<file path="config.mk">
export PLATFORM = sky130hd
export DESIGN_NAME = multi_ctrl_fsm
export DESIGN_NICKNAME = d
export VERILOG_FILES = /design/src/rtl/multi_ctrl_fsm.sv
export SDC_FILE = /design/constraint.sdc
export NUM_CORES = 1
export LEC_CHECK = 0
export CORE_MARGIN = 2
export CORE_UTILIZATION = 51
export DETAILED_ROUTE_END_ITERATION = 8
export HOLD_SLACK_MARGIN = 0.12
export PLACE_DENSITY = 0.85
export SYNTH_ARGS = -nofsm -noshare
export SYNTH_HDL_FRONTEND = slang
export SYNTH_SLANG_ARGS = --single-unit
</file>
<file path="constraint.sdc">
create_clock -name clk_i -period 6 [get_ports clk_i]
set_clock_uncertainty 0.2 [all_clocks]
set_input_delay 1.8 -clock clk_i [delete_from_list [all_inputs] [get_ports clk_i]]
set_output_delay 1.8 -clock clk_i [all_outputs]
set_load 0.01 [all_outputs]
</file>
<file path="src/rtl/multi_ctrl_fsm.sv">
// Main control FSM for a multicycle MIPS-style CPU: sequences FETCH..WB, decodes the opcode
// and drives the register-file write strobe and datapath selects.
module multi_ctrl_fsm #(
    parameter int unsigned CntW   = 32,
    parameter bit          AddiEn = 1'b1
) (
    input  logic            clk_i,
    input  logic            rst_i,
    input  logic [5:0]      op_i,
    input  logic            zero_i,
    input  logic            mem_ready_i,
    output logic            pc_we_o,
    output logic            iord_o,
    output logic            mem_rd_o,
    output logic            mem_wr_o,
    output logic            ir_we_o,
    output logic            reg_dst_o,
    output logic            mem_to_reg_o,
    output logic            rf_we_o,
    output logic            alu_src_a_o,
    output logic [1:0]      alu_src_b_o,
    output logic [1:0]      alu_op_o,
    output logic [1:0]      pc_src_o,
    output logic [3:0]      state_o,
    output logic            instr_done_o,
    output logic            illegal_o,
    output logic [CntW-1:0] instr_cnt_o
);

    localparam logic [5:0] OpRtype = 6'h00;
    localparam logic [5:0] OpJ     = 6'h02;
    localparam logic [5:0] OpBeq   = 6'h04;
    localparam logic [5:0] OpAddi  = 6'h08;
    localparam logic [5:0] OpLw    = 6'h23;
    localparam logic [5:0] OpSw    = 6'h2B;

    typedef enum logic [3:0] {
        StFetch  = 4'd0,
        StDecode = 4'd1,
        StMemadr = 4'd2,
        StMemrd  = 4'd3,
        StMemwb  = 4'd4,
        StMemwr  = 4'd5,
        StExec   = 4'd6,
        StAluwb  = 4'd7,
        StBranch = 4'd8,
        StAddiex = 4'd9,
        StAddiwb = 4'd10,
        StJump   = 4'd11
    } state_e;

    state_e          state_q, state_d;
    logic [CntW-1:0] cnt_q, cnt_d;

    always_comb begin
        state_d      = StFetch;
        pc_we_o      = 1'b0;
        iord_o       = 1'b0;
        mem_rd_o     = 1'b0;
        mem_wr_o     = 1'b0;
        ir_we_o      = 1'b0;
        reg_dst_o    = 1'b0;
        mem_to_reg_o = 1'b0;
        rf_we_o      = 1'b0;
        alu_src_a_o  = 1'b0;
        alu_src_b_o  = 2'b00;
        alu_op_o     = 2'b00;
        pc_src_o     = 2'b00;
        instr_done_o = 1'b0;
        illegal_o    = 1'b0;
        case (state_q)
            StFetch: begin
                mem_rd_o    = 1'b1;
                alu_src_b_o = 2'b01;
                pc_we_o     = mem_ready_i;
                ir_we_o     = mem_ready_i;
                state_d     = mem_ready_i ? StDecode : StFetch;
            end
            StDecode: begin
                alu_src_b_o = 2'b11;
                case (op_i)
                    OpRtype:    state_d = StExec;
                    OpLw, OpSw: state_d = StMemadr;
                    OpBeq:      state_d = StBranch;
                    OpJ:        state_d = StJump;
                    OpAddi: begin
                        if (AddiEn) state_d = StAddiex;
                        else        illegal_o = 1'b1;
                    end
                    default:    illegal_o = 1'b1;
                endcase
            end
            StMemadr: begin
                alu_src_a_o = 1'b1;
                alu_src_b_o = 2'b10;
                state_d     = (op_i == OpSw) ? StMemwr : StMemrd;
            end
            StMemrd: begin
                mem_rd_o = 1'b1;
                iord_o   = 1'b1;
                state_d  = mem_ready_i ? StMemwb : StMemrd;
            end
            StMemwb: begin
                rf_we_o      = 1'b1;
                mem_to_reg_o = 1'b1;
                instr_done_o = 1'b1;
            end
            StMemwr: begin
                mem_wr_o     = 1'b1;
                iord_o       = 1'b1;
                instr_done_o = mem_ready_i;
                state_d      = mem_ready_i ? StFetch : StMemwr;
            end
            StExec: begin
                alu_src_a_o = 1'b1;
                alu_op_o    = 2'b10;
                state_d     = StAluwb;
            end
            StAluwb: begin
                rf_we_o      = 1'b1;
                reg_dst_o    = 1'b1;
                instr_done_o = 1'b1;
            end
            StBranch: begin
                alu_src_a_o  = 1'b1;
                alu_op_o     = 2'b01;
                pc_src_o     = 2'b01;
                pc_we_o      = zero_i;
                instr_done_o = 1'b1;
            end
            StAddiex: begin
                alu_src_a_o = 1'b1;
                alu_src_b_o = 2'b10;
                state_d     = StAddiwb;
            end
            StAddiwb: begin
                rf_we_o      = 1'b1;
                instr_done_o = 1'b1;
            end
            StJump: begin
                pc_src_o     = 2'b10;
                pc_we_o      = 1'b1;
                instr_done_o = 1'b1;
            end
            default: state_d = StFetch;
        endcase

        // Reset aborts the current instruction: no strobe may escape this cycle.
        if (rst_i) begin
            pc_we_o      = 1'b0;
            iord_o       = 1'b0;
            mem_rd_o     = 1'b0;
            mem_wr_o     = 1'b0;
            ir_we_o      = 1'b0;
            reg_dst_o    = 1'b0;
            mem_to_reg_o = 1'b0;
            rf_we_o      = 1'b0;
            alu_src_a_o  = 1'b0;
            alu_src_b_o  = 2'b00;
            alu_op_o     = 2'b00;
            pc_src_o     = 2'b00;
            instr_done_o = 1'b0;
            illegal_o    = 1'b0;
        end
    end

    always_comb begin
        cnt_d = cnt_q;
        if (instr_done_o) cnt_d = cnt_q + CntW'(1);
    end

    always_ff @(posedge clk_i) begin
        if (rst_i) begin
            state_q <= StFetch;
            cnt_q   <= '0;
        end else begin
            state_q <= state_d;
            cnt_q   <= cnt_d;
        end
    end

    assign state_o     = state_q;
    assign instr_cnt_o = cnt_q;

endmodule

</file>
# Word-level counts from Yosys, hierarchy flattened
# Cells that the tools add are included.
classes:
  add_sub_neg: 1
  n_eq_ne: 16
  mux: 35
  n_reduce_logical: 10
ops:
  columns: ["op", "count"]
  rows:
  - ["$add 32x1->32 const B", 1]
  - ["$pmux 4 s7", 1]
  - ["$mux 1", 22]
  - ["$pmux 4 s5", 1]
  - ["$eq 4x3->1 const B", 4]
  - ["$eq 4x4->1 const B", 4]
  - ["$eq 6x6->1 const B", 2]
  - ["$mux 3", 3]
  - ["$eq 4x2->1 const B", 2]
  - ["$pmux 2 s2", 2]
  - ["$reduce_or 2->1", 4]
  - ["$eq 6x2->1 const B", 1]
  - ["$eq 6x3->1 const B", 1]
  - ["$eq 6x4->1 const B", 1]
  - ["$logic_not 6->1", 1]
  - ["$mux 2", 3]
  - ["$pmux 2 s3", 1]
  - ["$reduce_or 6->1", 1]
  - ["$reduce_or 5->1", 1]
  - ["$eq 4x1->1 const B", 1]
  - ["$logic_not 4->1", 1]
  - ["$reduce_or 4->1", 1]
  - ["$pmux 1 s3", 1]
  - ["$reduce_or 3->1", 1]
  - ["$pmux 1 s2", 1]
word_totals:
  regBits: 36
  in_bits: 10
  output_inout_bits: 53
  wordCells: 64

# Depth between registers and ports, before layout
# Gate-level depths: netlist of run 1.
depth:
  word_depth: 5
  mapped_depth: 7
  mapped_depth_nobuf: 6

# Worst setup path before layout of run 1
# No wires, ideal clock.
synth_timing:
  kind: "input to output"
  startpoint: "input port op_i[3]"
  endpoint: "output port illegal_o"
  arrival_ps: 2900
  required_time_ps: 4000
  setup_slack_ps: 1100
  path_stages: 4
  path_buffers: 1
  cell_sequence: "clkbuf_1 -> xnor2_1 -> nor2_1 -> a2111oi_0"
synth_between:
  elab_chain_cells: 5
  elab_cells_between_ends: 10
  classes_between: "eq/ne: 5; mux: 3; reduce/logical: 2"
synth_lines:
  columns: ["element", "line_no", "rtl"]
  rows:
  - ["from (decl)", "9", "input logic [5:0] op_i,"]
  - ["$eq 6x6->1 (tied with other cells)", "81", "case (op_i)"]
  - ["$reduce_or 6->1 (no source line) *", null, null]
  - ["$mux 1 *", null, null]
  - ["$mux 1 *", "71", "case (state_q)"]
  - ["$mux 1 *", "149", "if (rst_i) begin"]
  - ["to (decl)", "26", "output logic illegal_o,"]
# Every way passes the cells marked *; elsewhere a longest branch is shown, timed or not.

# Worst setup path after layout of run 1
# Ends and elaborated chain as after synthesis.

==> out/results.ini, run 1 <==
[outcome]
run_status = complete, no violations

[clocking]
cts_made_buffers = 5
cts_hold_repair.buffers = 0
ctsHtreeMaxLevel = 2
clk_pin_slew_worst_paths_ns = 0.07
post_cts_resize_count = 0
root_driver = clkbuf_8
cts_sinks = 36
postCtsSetupRepairBufs = 0
clkLatencyLatePin_ns = 0.29
tritoncts_clock_tree = built
clk_path_buf_depth = 2

[synthesis]
seq_area_frac_synth = 0.333
ys_warn_count = 0
ys_ff_latch = 36
synth_largest_area_cell = dfxtp_1
synthDistinctLibCells = 51
portion_of_synthesized_cell_area_occupied_by_the_leading_cell_type = 0.333
synthCells = 278
yosys.cell_count.top_type = nor2_1
synthArstFlopShare = 0
synth.cells.most_frequent = nor2_1, dfxtp_1, nor4_1
synth_fp_nets = 289
synth.cell_area_sq_um = 2160
synth_edf_count = 0
syn_avg_cell_area_sq_um = 7.78
dominantRegCellSynth = dfxtp_1
ys_top_cells_by_area = dfxtp_1, nor2_1, xnor2_1, nor4_1, a21oi_1

[cells_and_area]
final_net_count = 344
layout-drive-gt1-share = 0.0721
number_of_antenna_cells_inserted = 0
fill_cells = 338
area_growth_pct = 33.1

[sta]
period_needed_ns = 5.65
tightest_slew_ns = 0.969
fin_setup_tns_ns = 0
timing.final.hold_violations = 0
headroom_to_the_max_slew_limit = 0.348
endpoints_failing_setup = 0
post-route-period-util = 0.942
maxClockFrequency_mhz = 177
setup_repair_after_global_routing_missed_its_margin = false
final-max-slew-violation-count = 0

[grt]
grt_max_degree = 49
grtUsageTotal = 0.234
initial_antenna_violation_count = 0
grt_first_pass_wirelength_um = 9330
globalRoute.totalOverflow = 0
number_of_global_route_vias_before_repair = 2005

[placed_design]
dp_hpwl_um = 3900
placement.io_buffers = 62
gp_congestion = 0.885

[die]
die_width_um = 69.1
floorplan.core_area_sq_um = 4030
rows = 23
floorplan.die.height_um = 69.1
floorplan.initialDensity = 0.537
top_level_ports = 63
floorplan.die_area_sq_um = 4780

[pwr]
switching_share = 0.237
power_density_nw_per_um2 = 154
clock_power_share = 0.362
leakage_nw = 0.903
worst_voltage_drop_across_the_vdd_grid_uv = 119
design_power_total_uw = 442
sequential_share_of_power = 0.547
net-switching-power_uw = 105
p_int_uw = 337
power.share.combinational = 0.091

[setup_path]
timing.rr.start = state_o[1]
worstSetupEndpoint = illegal_o
reg2reg_setup_slack_ns = 3.12
required_ns = 4.00
criticalPathCategory = in -> out
start_kind = input port
crit-reg2reg-capture = instr_cnt_o[16]
end_kind = primary output
worstPathArrival_ns = 3.65
worst-r2r-cell-count = 6
cp-startpoint = op_i[3]
cp_max_fo = 6

[flow_run]
number_of_violations_of_the_max_capacitance_limit = 0

[detailed_routing]
routed_wirelength_um = 5600
drt-pass1-iter-count = 4
postRouteAntennaNets = 0
drc = 0
vias = 2312
detail_route.wl_per_cell_um = 14.6
drt_iter0_drc = 221
vias_per_cell = 6.04

[worst_hold_path]
hold_path_class = reg -> reg

layout make-up:
class	instances	area (sq um)	area share
tap	50	62.6	0.0217
sequential	36	721	0.250
inverter	6	22.5	0.00783
timing repair buffer	66	651	0.226
multi-input combinational	218	1340	0.467
clock buffer	6	72.6	0.0252
clock inverter	1	5.00	0.00174
state kept, by name, summed over array words and instances, names as in the netlist:
signal	cells
instr_cnt_o	32
state_o	4
worst min path at each step:
stage                          from              end  slack (ns)  cells past startpoint
detailed placement  instr_cnt_o[31]  instr_cnt_o[31]        0.28                      2
floorplan           instr_cnt_o[22]  instr_cnt_o[22]        0.30                      2
finish              instr_cnt_o[31]  instr_cnt_o[31]        0.29                      2
global placement    instr_cnt_o[31]  instr_cnt_o[31]        0.26                      2
CTS                 instr_cnt_o[31]  instr_cnt_o[31]        0.29                      2
global route        instr_cnt_o[22]  instr_cnt_o[22]        0.32                      2
worst max-delay path: stages:
cell             delay (ns)
clkdlybuf4s50_1        0.61
xnor2_1                0.16
nor2_1                 0.07
a2111oi_0              0.40
clkdlybuf4s50_1        0.61
placed cells by master (no fill, tap or decap), drive strengths merged, types with 6 or more instances in the layout:
master          n
dfxtp          36
nand4          12
nor3           10
o21ai           9
nand2          18
a21oi          18
nor2           38
nand2b          6
inv             6
nand3          10
clkdlybuf4s50  62
clkbuf          6
xnor2          16
nor4           20
per-layer routing:
layer	global-route usage	part of all wire	vias up
met3	0.0424	0.065	7
met2	0.359	0.46	86
met5	0	0	-
li1	-	-	1136
met1	0.327	0.47	1083
met4	0.0871	0.010	0
cells by family after synthesis:
family                     after synthesis  share of synthesized area
AOI/OAI and AO/OA                       53                      0.157
xor gates and xnor gates                21                     0.0851
adders and majority gates                1                    0.00579
buffers and inverters                   24                     0.0451
DFF                                     36                      0.333
and+or+nand+nor                        143                      0.373
through the flow:
| stage | cell area [sq um] | utilization | cells | hold slack [ns] | setup WS [ns] |
|---|---|---|---|---|---|
| 2_1_floorplan | 2160 | - | 278 | 0.295 | 1.10 |
| 3_3_place_gp | 2800 | 0.695 | 376 | 0.258 | 0.399 |
| 3_5_place_dp | 2800 | 0.695 | 376 | 0.279 | 0.358 |
| 4_1_cts | 2880 | 0.714 | 383 | 0.289 | 0.344 |
| 5_1_grt | 2880 | 0.714 | 383 | 0.315 | 0.185 |
| 6_report | 2880 | 0.714 | 383 | 0.288 | 0.346 |
power by group through the flow:
stage	Sequential [mW]	Combinational (mW)	Clock (mW)
floorplan	0.246	0.0227	0
global route	0.242	0.0441	0.171
detailed placement	0.247	0.0399	0
global placement	0.247	0.0396	0
CTS	0.241	0.0400	0.162
finish	0.242	0.0403	0.160
Power figures use the tool's default switching activity.
==> run 2, diff against run 1 <==
--- a/config.mk
+++ b/config.mk
@@ -9,7 +9,8 @@
 export CORE_UTILIZATION = 51
 export DETAILED_ROUTE_END_ITERATION = 8
 export HOLD_SLACK_MARGIN = 0.12
-export PLACE_DENSITY = 0.85
+export PLACE_DENSITY = 0.94
+export SLEW_MARGIN = 10
 export SYNTH_ARGS = -nofsm -noshare
 export SYNTH_HDL_FRONTEND = slang
 export SYNTH_SLANG_ARGS = --single-unit
==> run 2 against run 1 <==
  * Flip-flop and latch count unchanged
  * Register-to-register slack worse by 0.07 ns
  * Sequential share of layout area down 0.69 points
  * Critical path type unchanged
  * Largest cell class unchanged
  * Highest routed layer unchanged
==> out/results.ini, run 2 (same netlist as run 1, synthesis figures left out) <==
[setup_path]
end_kind = primary output
crit-reg2reg-capture = instr_cnt_o[16]
worstPathArrival_ns = 3.67  ; +0.02 ns
start_kind = input port
criticalPathCategory = in -> out
required_ns = 4.00  ; about the same
worst-r2r-cell-count = 6  ; unchanged
reg2reg_setup_slack_ns = 3.05  ; -0.07 ns
timing.rr.start = state_o[1]
cp-startpoint = op_i[3]
cp_max_fo = 6  ; unchanged

[cells_and_area]
final_net_count = 344  ; unchanged
most_common_cell_after_layout_fill_and_taps_aside = clkdlybuf4s50_1
final_util = 0.734  ; +0.0202
largest_register_ffs = 32  ; unchanged
layout-drive-gt1-share = 0.0778  ; +0.00577
area_growth_pct = 36.9
layout_common_cells = clkdlybuf4s50_1, nor2_1, dfxtp_1
number_of_antenna_cells_inserted = 0  ; unchanged

[detailed_routing]
vias = 2315  ; +0.13%
routed_wirelength_um = 5740  ; +2.5%
detail_route.wl_per_cell_um = 14.9  ; +2.3%
postRouteAntennaNets = 0  ; unchanged
vias_per_cell = 6.03  ; -0.13%
drt-pass1-iter-count = 4  ; unchanged
drc = 0  ; unchanged
drt_iter0_drc = 162  ; -27%

[grt]
grt_first_pass_wirelength_um = 9600  ; +3.0%
grt_max_degree = 49  ; unchanged
grtUsageTotal = 0.244  ; +0.0103
initial_antenna_violation_count = 0  ; unchanged
number_of_global_route_vias_before_repair = 2079  ; +3.7%
globalRoute.totalOverflow = 0  ; unchanged

[worst_hold_path]
timing.hold.worst_endpoint = instr_cnt_o[31]
timing.hold.worst_path_depth = 2  ; unchanged
min-delay-start = instr_cnt_o[31]
hold_path_class = reg -> reg

[pwr]
sequential_share_of_power = 0.417  ; -0.130
clock_power_share = 0.513  ; +0.151
worst_voltage_drop_across_the_vdd_grid_uv = 150  ; +27%
power.share.combinational = 0.069  ; -0.022
power_density_nw_per_um2 = 195  ; +27%
leakage_nw = 0.940  ; +4.1%
design_power_total_uw = 578  ; +31%
switching_share = 0.194  ; -0.0428
p_int_uw = 466  ; +38%
net-switching-power_uw = 112  ; +7.2%

[sta]
headroom_to_the_max_slew_limit = 0.286  ; -0.0618
fin_setup_tns_ns = 0  ; unchanged
maxClockFrequency_mhz = 176  ; -0.31%
timing.final.hold_violations = 0  ; unchanged
period_needed_ns = 5.67  ; +0.0176 ns
tightest_slew_ns = 1.06  ; +0.0918 ns
post-route-period-util = 0.945  ; +0.00294
endpoints_failing_setup = 0  ; unchanged
final-max-slew-violation-count = 0  ; unchanged
setup_repair_after_global_routing_missed_its_margin = false

[clocking]
tritoncts_clock_tree = built
root_driver = clkbuf_8
postCtsSetupRepairBufs = 0  ; unchanged
ctsHtreeMaxLevel = 2  ; unchanged
cts_made_buffers = 5  ; unchanged
post_cts_resize_count = 0  ; unchanged
clk_path_buf_depth = 2  ; unchanged
clkLatencyLatePin_ns = 0.30  ; about the same
clk_pin_slew_worst_paths_ns = 0.07  ; about the same
cts_sinks = 36  ; unchanged
cts_hold_repair.buffers = 0  ; unchanged

[placed_design]
placement.io_buffers = 62  ; unchanged
gp_congestion = 0.894  ; +1.0%
dp_hpwl_um = 3960  ; +1.6%

[die]
rows = 23  ; unchanged
top_level_ports = 63  ; unchanged
floorplan.die_area_sq_um = 4780  ; unchanged
die_width_um = 69.1  ; unchanged
floorplan.core_area_sq_um = 4030  ; unchanged
floorplan.initialDensity = 0.537  ; unchanged
floorplan.die.height_um = 69.1  ; unchanged

[flow_run]
number_of_violations_of_the_max_capacitance_limit = 0  ; unchanged

[outcome]
run_status = complete, no violations

run 2: per-stage QoR:
| step | std cells | instance area (sq um) | worst slack (ns) | hold WS [ns] |
|---|---|---|---|---|
| 6_report | 384 | 2960 | 0.328 | 0.282 |
| 5_1_grt | 384 | 2960 | 0.215 | 0.306 |
| 4_1_cts | 384 | 2960 | 0.309 | 0.287 |
| 3_5_place_dp | 376 | 2800 | 0.315 | 0.277 |
| 3_3_place_gp | 376 | 2800 | 0.404 | 0.258 |
| 2_1_floorplan | 278 | 2160 | 1.10 | 0.295 |
run 2: worst max-delay path: stages:
cell	delay (ns)
clkdlybuf4s50_1	0.61
xnor2_1	0.15
nor2_1	0.07
a2111oi_0	0.42
clkdlybuf4s50_1	0.62
run 2: worst max-delay path by stage:
stage / end / slack, ns / cells past startpoint
global placement: illegal_o / 0.40 / 5
CTS: illegal_o / 0.31 / 5
finish: illegal_o / 0.33 / 5
detailed placement: illegal_o / 0.32 / 5
global route: illegal_o / 0.22 / 5
floorplan: illegal_o / 1.10 / 4
run 2: final cells by class:
type	instances	area, sq um
inverter	6	22.5
tap	50	62.6
fill	314	1070
sequential	36	721
clock inverter	3	90.1
multi-input combinational	218	1340
clock buffer	5	68.8
timing repair buffer	66	651
run 2: per-layer routing:
layer / global-route usage / share of wire
met5: 0 / 0
met4: 0.105 / 0.022
met3: 0.0526 / 0.071
met2: 0.413 / 0.49
met1: 0.297 / 0.42
run 2: power groups by stage:
stage	clock (mW)	sequential (mW)	combinational (mW)
2_1_floorplan	0	0.246	0.0227
3_3_place_gp	0	0.247	0.0392
3_5_place_dp	0	0.247	0.0398
4_1_cts	0.300	0.241	0.0402
5_1_grt	0.311	0.242	0.0434
6_report	0.297	0.241	0.0402
==> run 3, diff against run 2 <==
--- a/config.mk
+++ b/config.mk
@@ -10,6 +10,7 @@
 export DETAILED_ROUTE_END_ITERATION = 8
 export HOLD_SLACK_MARGIN = 0.12
 export PLACE_DENSITY = 0.94
+export REMOVE_ABC_BUFFERS = 1
 export SLEW_MARGIN = 10
 export SYNTH_ARGS = -nofsm -noshare
 export SYNTH_HDL_FRONTEND = slang
==> run 3 against run 2 <==
  * Clock-buffer cell count up 1
  * Sequential power about the same
  * Sequential share of layout area is 0.37 points higher
  * Flip-flop and latch count stayed put
  * Worst hold slack better by 0.0098 ns
  * Cell area is 1.5% lower
  * Fmax shrank 0.14%
  * Final cell count rose by 0.26%
  * Highest routed layer unchanged
  * Register-to-register slack gained 0.16 ns
  * Worst setup slack worse by 0.0080 ns
  * Non-clock buffer count up 1
  * Critical endpoint unchanged
  * First-iteration DRC count up 26%
==> out/results.ini, run 3 (same netlist as run 1, synthesis figures left out) <==
[outcome]
run_status = complete, no violations

[clocking]
post_cts_resize_count = 0  ; unchanged
cts_hold_repair.buffers = 0  ; unchanged
postCtsSetupRepairBufs = 0  ; unchanged
clk_path_buf_depth = 2  ; unchanged
root_driver = clkbuf_8
ctsHtreeMaxLevel = 2  ; unchanged
clkLatencyLatePin_ns = 0.29  ; about the same
clk_pin_slew_worst_paths_ns = 0.07  ; about the same
tritoncts_clock_tree = built
cts_sinks = 36  ; unchanged
cts_made_buffers = 5  ; unchanged

[detailed_routing]
drt_iter0_drc = 204  ; +26%
routed_wirelength_um = 6030  ; +5.1%
detail_route.wl_per_cell_um = 15.7  ; +4.9%
routed.top_layer = met4
drt-pass1-iter-count = 4  ; unchanged
route.met3.wl_um = 384  ; -5.2%
drc = 0  ; unchanged
drt-met1-wl_um = 2520  ; +4.3%
postRouteAntennaNets = 0  ; unchanged
vias = 2352  ; +1.6%
met2_length_um = 3040  ; +8.7%
vias_per_cell = 6.11  ; +1.3%

[pwr]
worst_voltage_drop_across_the_vdd_grid_uv = 124  ; -17%
power_density_nw_per_um2 = 169  ; -14%
leakage_nw = 0.922  ; -2.0%

[grt]
initial_antenna_violation_count = 0  ; unchanged
number_of_global_route_vias_before_repair = 2152  ; +3.5%
globalRoute.totalOverflow = 0  ; unchanged
grt_first_pass_wirelength_um = 10000  ; +4.2%
grt_max_degree = 28  ; -43%
grtUsageTotal = 0.250  ; +0.00604

[setup_path]
cpMostUsedCell = clkdlybuf4s50_1
crit-reg2reg-capture = instr_cnt_o[16]
worst-r2r-cell-count = 6  ; unchanged
criticalPathCategory = in -> out
slowest_delay_ns = 0.62  ; about the same
crit_slowest_cell = clkdlybuf4s50_1
required_ns = 4.00  ; about the same
reg2reg_setup_slack_ns = 3.21  ; +0.16 ns
crit_chain = clkdlybuf4s50_1, xnor2_1, nor2_1, a2111oi_0, clkdlybuf4s50_1
worstPathArrival_ns = 3.68  ; about the same
cp_max_fo = 6  ; unchanged
start_kind = input port
end_kind = primary output
timing.rr.start = state_o[1]

[die]
top_level_ports = 63  ; unchanged
die_width_um = 69.1  ; unchanged
floorplan.initialDensity = 0.537  ; unchanged
floorplan.core_area_sq_um = 4030  ; unchanged
floorplan.die.height_um = 69.1  ; unchanged
floorplan.die_area_sq_um = 4780  ; unchanged
rows = 23  ; unchanged

[placed_design]
pre_cts_slack_ns = 0.337  ; +0.0220 ns
placement.io_buffers = 62  ; unchanged
dp_hpwl_um = 4210  ; +6.3%
gp_congestion = 0.978  ; +9.5%

[sta]
tightest_slew_ns = 0.871  ; -0.190 ns
maxClockFrequency_mhz = 176  ; -0.14%
endpoints_failing_setup = 0  ; unchanged
period_needed_ns = 5.68  ; +0.00796 ns
post-route-period-util = 0.947  ; +0.00133
timing.final.hold_violations = 0  ; unchanged
headroom_to_the_max_slew_limit = 0.414  ; +0.128
setup_repair_after_global_routing_missed_its_margin = false
fin_setup_tns_ns = 0  ; unchanged
final-max-slew-violation-count = 0  ; unchanged
postLayoutSetupSlackWorst_ns = 0.320  ; -0.00797 ns

[cells_and_area]
area_growth_pct = 34.8
number_of_antenna_cells_inserted = 0  ; unchanged
final_net_count = 345  ; +0.29%
most_common_cell_after_layout_fill_and_taps_aside = clkdlybuf4s50_1
layout_common_cells = clkdlybuf4s50_1, nor2_1, dfxtp_1
layout-drive-gt1-share = 0.0776  ; -0.000232
largest_register_ffs = 32  ; unchanged

[worst_hold_path]
timing.hold.worst_path_depth = 2  ; unchanged
hold_path_class = reg -> reg
min-delay-start = instr_cnt_o[31]
timing.hold.worst_endpoint = instr_cnt_o[31]

[flow_run]
number_of_violations_of_the_max_capacitance_limit = 0  ; unchanged

==> run 3: cell types whose count changed in the layout (fill, tap and decap cells not counted), sizes merged <==
cell and change:
clkinv +1, bufinv -2, buf +1, clkbuf +1
==> run 3: stage by stage <==
| stage | power, mW | hold WS [ns] | instance area, sq um | instances | utilization |
|---|---|---|---|---|---|
| finish | 0.492 | 0.292 | 2920 | 385 | 0.724 |
| global route | 0.507 | 0.310 | 2920 | 385 | 0.724 |
| CTS | 0.490 | 0.284 | 2920 | 385 | 0.724 |
| detailed placement | 0.287 | 0.274 | 2810 | 377 | 0.697 |
| global placement | 0.287 | 0.264 | 2810 | 377 | 0.697 |
| floorplan | 0.263 | 0.289 | 2090 | 260 | - |
==> run 3: layout make-up <==
| cell class | count | area (sq um) |
|---|---|---|
| multi-input cells | 218 | 1340 |
| clock inverters | 2 | 35.0 |
| inverters | 6 | 22.5 |
| well taps | 50 | 62.6 |
| clock buffers | 6 | 72.6 |
| flip-flops and latches | 36 | 721 |
| repair buffers | 67 | 658 |
| fillers | 333 | 1110 |
==> run 3: metal layers <==
layer / up-vias / global-route usage
met5: - / 0
met2: 92 / 0.435
met1: 1113 / 0.295
met3: 12 / 0.0599
li1: 1135 / -
met4: 0 / 0.0980
==> run 3: power breakdown <==
group	internal (mW)	total [mW]	switching [mW]
registers	0.239	0.241	0.00201
logic	0.0193	0.0408	0.0215
clock network	0.123	0.210	0.0863
total	0.382	0.492	0.110
==> run 3: worst max-delay path by stage <==
stage | startpoint | to | slack (ns)
6_report | op_i[3] | illegal_o | 0.32
5_1_grt | op_i[3] | illegal_o | 0.21
4_1_cts | op_i[3] | illegal_o | 0.31
3_5_place_dp | op_i[3] | illegal_o | 0.34
3_3_place_gp | rst_i | illegal_o | 0.36
2_1_floorplan | rst_i | illegal_o | 1.20
==> run 3: worst max-delay path: cells and delay by family <==
kind            cells  cell delay, ns
compound gates      1            0.44
xor+xnor            1            0.15
buf+inv             2            1.22
simple gates        1            0.07
==> RTL edit, RTL diff (config.mk and constraints of run 1) <==
Change the parameter `AddiEn` from 1'b1 to 1'b0.
--- a/src/rtl/multi_ctrl_fsm.sv
+++ b/src/rtl/multi_ctrl_fsm.sv
@@ -4,3 +4,3 @@
     parameter int unsigned CntW   = 32,
-    parameter bit          AddiEn = 1'b1
+    parameter bit          AddiEn = 1'b0
 ) (
Behaviour: not the same (a bounded check fails within 4 cycles, from zero or initial values and one cycle with rst_i high).
==> RTL edit against run 1 <==
  * Power up 10%
  * Area after synthesis down 2.4%
  * Worst setup slack better by 0.026 ns
  * Maximum frequency up 0.46%
  * Hold slack better by 0.0077 ns
  * Utilization down 0.30 points
  * Global-route usage up 1.5 points
  * Wire length down 0.21%
  * Sequential cell count unchanged
  * Cell area down 1.1%
  * Critical endpoint is now pc_we_o
==> RTL edit: results (changes against run 1) <==
Power and ir drop
  • Clock power share: 42.7% (was 36.2%)
  • Int Power: 0.3802 mW (was 0.3372 mW)
  • Static Leak: 0.8895 nW (was 0.9031 nW)
  • VDD IR-drop max: 0.1535 mV (was 0.1188 mV)
  • Psw: 0.1071 mW (was 0.1046 mW)

Clock network
  • Max Root-Sink Buffers: 2 (unchanged)

Run status
  • Status: completed (unchanged)

Setup path
  • R2R depth: 5 (was 6)
  • Crit path from: mem_ready_i (was op_i[3])
  • FF-to-FF setup slack: 3.25 ns (was 3.12 ns)
  • Crit path DAT: 3.63 ns (was 3.65 ns)
  • CP endpoint: pc_we_o (was illegal_o)
  • Worst Path Max Fanout: 7 (was 6)
  • Worst path max stage delay: 0.58 ns (was 0.61 ns)
  • R2R Path End: instr_cnt_o[21] (was instr_cnt_o[16])

Place
  • Post-DP Area: 2738 um^2 (was 2800 um^2)
  • Place WS: 0.3835 ns (was 0.3579 ns)
  • Post-DP HPWL: 4060 um (was 3896 um)
  • Gpl congestion: 0.8376 (was 0.8846)

Global route
  • Total Routing Usage GR: 24.88% (was 23.38%)
  • Vias in the first global route: 1917 (was 2005)
  • Largest net degree at the start of global routing: 39 (was 49)
  • First-pass GRT wire length: 8776 um (was 9328 um)
  • Met1 usage: 32.02% (was 32.69%)
  • Met3 Track Usage GR: 5.757% (was 4.240%)

Final layout
  • Data buffer area share: 22.34% (was 22.61%)
  • Multi-input gates: 219 (was 218)
  • Non-clk invs: 4 (was 6)
  • Area grow syn2layout: 34.88% (was 33.10%)
  • Fillers: 371 (was 338)
  • Layout cells sized above 1: 4.834% (was 7.207%)
  • Buffers, non-clock: 64 (was 66)
  • Final net count: 341 (was 344)
  • Final clock-cell share: 3.782% (was 2.696%)

STA
  • Max_slew headroom: 36.95% (was 34.77%)
  • WHS: 0.2961 ns (was 0.2884 ns)
  • Fin crit share: 93.80% (was 94.23%)

Synthesis
  • Synth Net Count: 284 (was 289)
  • Synth unique cells: 48 (was 51)
  • Largest cells by area after synthesis: dfxtp_1 (34%), nor2_1 (6.9%), xnor2_1 (5.4%), a21oi_1 (4.5%), nor4_1 (3.9%) (was dfxtp_1 (33%), nor2_1 (6.6%), xnor2_1 (6.5%), nor4_1 (5.5%), a21oi_1 (4.2%))
  • Most frequent cells after synthesis: nor2_1 (39), dfxtp_1 (36), a21oi_1 (19) (was nor2_1 (38), dfxtp_1 (36), nor4_1 (19))
  • Seq/Total Area, Yosys: 34.16% (was 33.33%)

Worst hold path
  • Hold EP: instr_cnt_o[27] (was instr_cnt_o[31])
  • Hold path start: instr_cnt_o[27] (was instr_cnt_o[31])

Detailed routing
  • WL final: 5584 um (was 5596 um)
  • Routed wire per std cell: 14.66 um (was 14.61 um)
  • DRT iter0 DRCs: 159 (was 221)
==> RTL edit: changes by cell type after synthesis, sizes merged, moves of 4 or more <==
cell	before	now
nand3	10	15
or3	5	9
nor4	20	13
clkbuf	13	9
==> RTL edit: worst min-delay path: stages (launching register included) <==
cell     delay (ns)
dfxtp_1        0.33
o31ai_1        0.07
a21oi_1        0.05
==> RTL edit: kinds of logic after synthesis <==
kind of cell,count (synthesis),synth area share (%)
XOR/XNOR,19,7.889
buffers and inverters,18,4.033
flip-flops,36,34.16
AND/OR/NAND/NOR,147,36.83
multiplexers,2,1.008
AO/OA/AOI/OAI,50,15.48
adder cells (fa/ha/maj),1,0.5930
==> RTL edit: metal layers <==
| layer | up-vias | share of wire [%] |
|---|---|---|
| li1 | 1107 | - |
| met1 | 1072 | 43 |
| met2 | 86 | 48 |
| met3 | 5 | 8.1 |
| met4 | 0 | 1.1 |
| met5 | - | 0 |
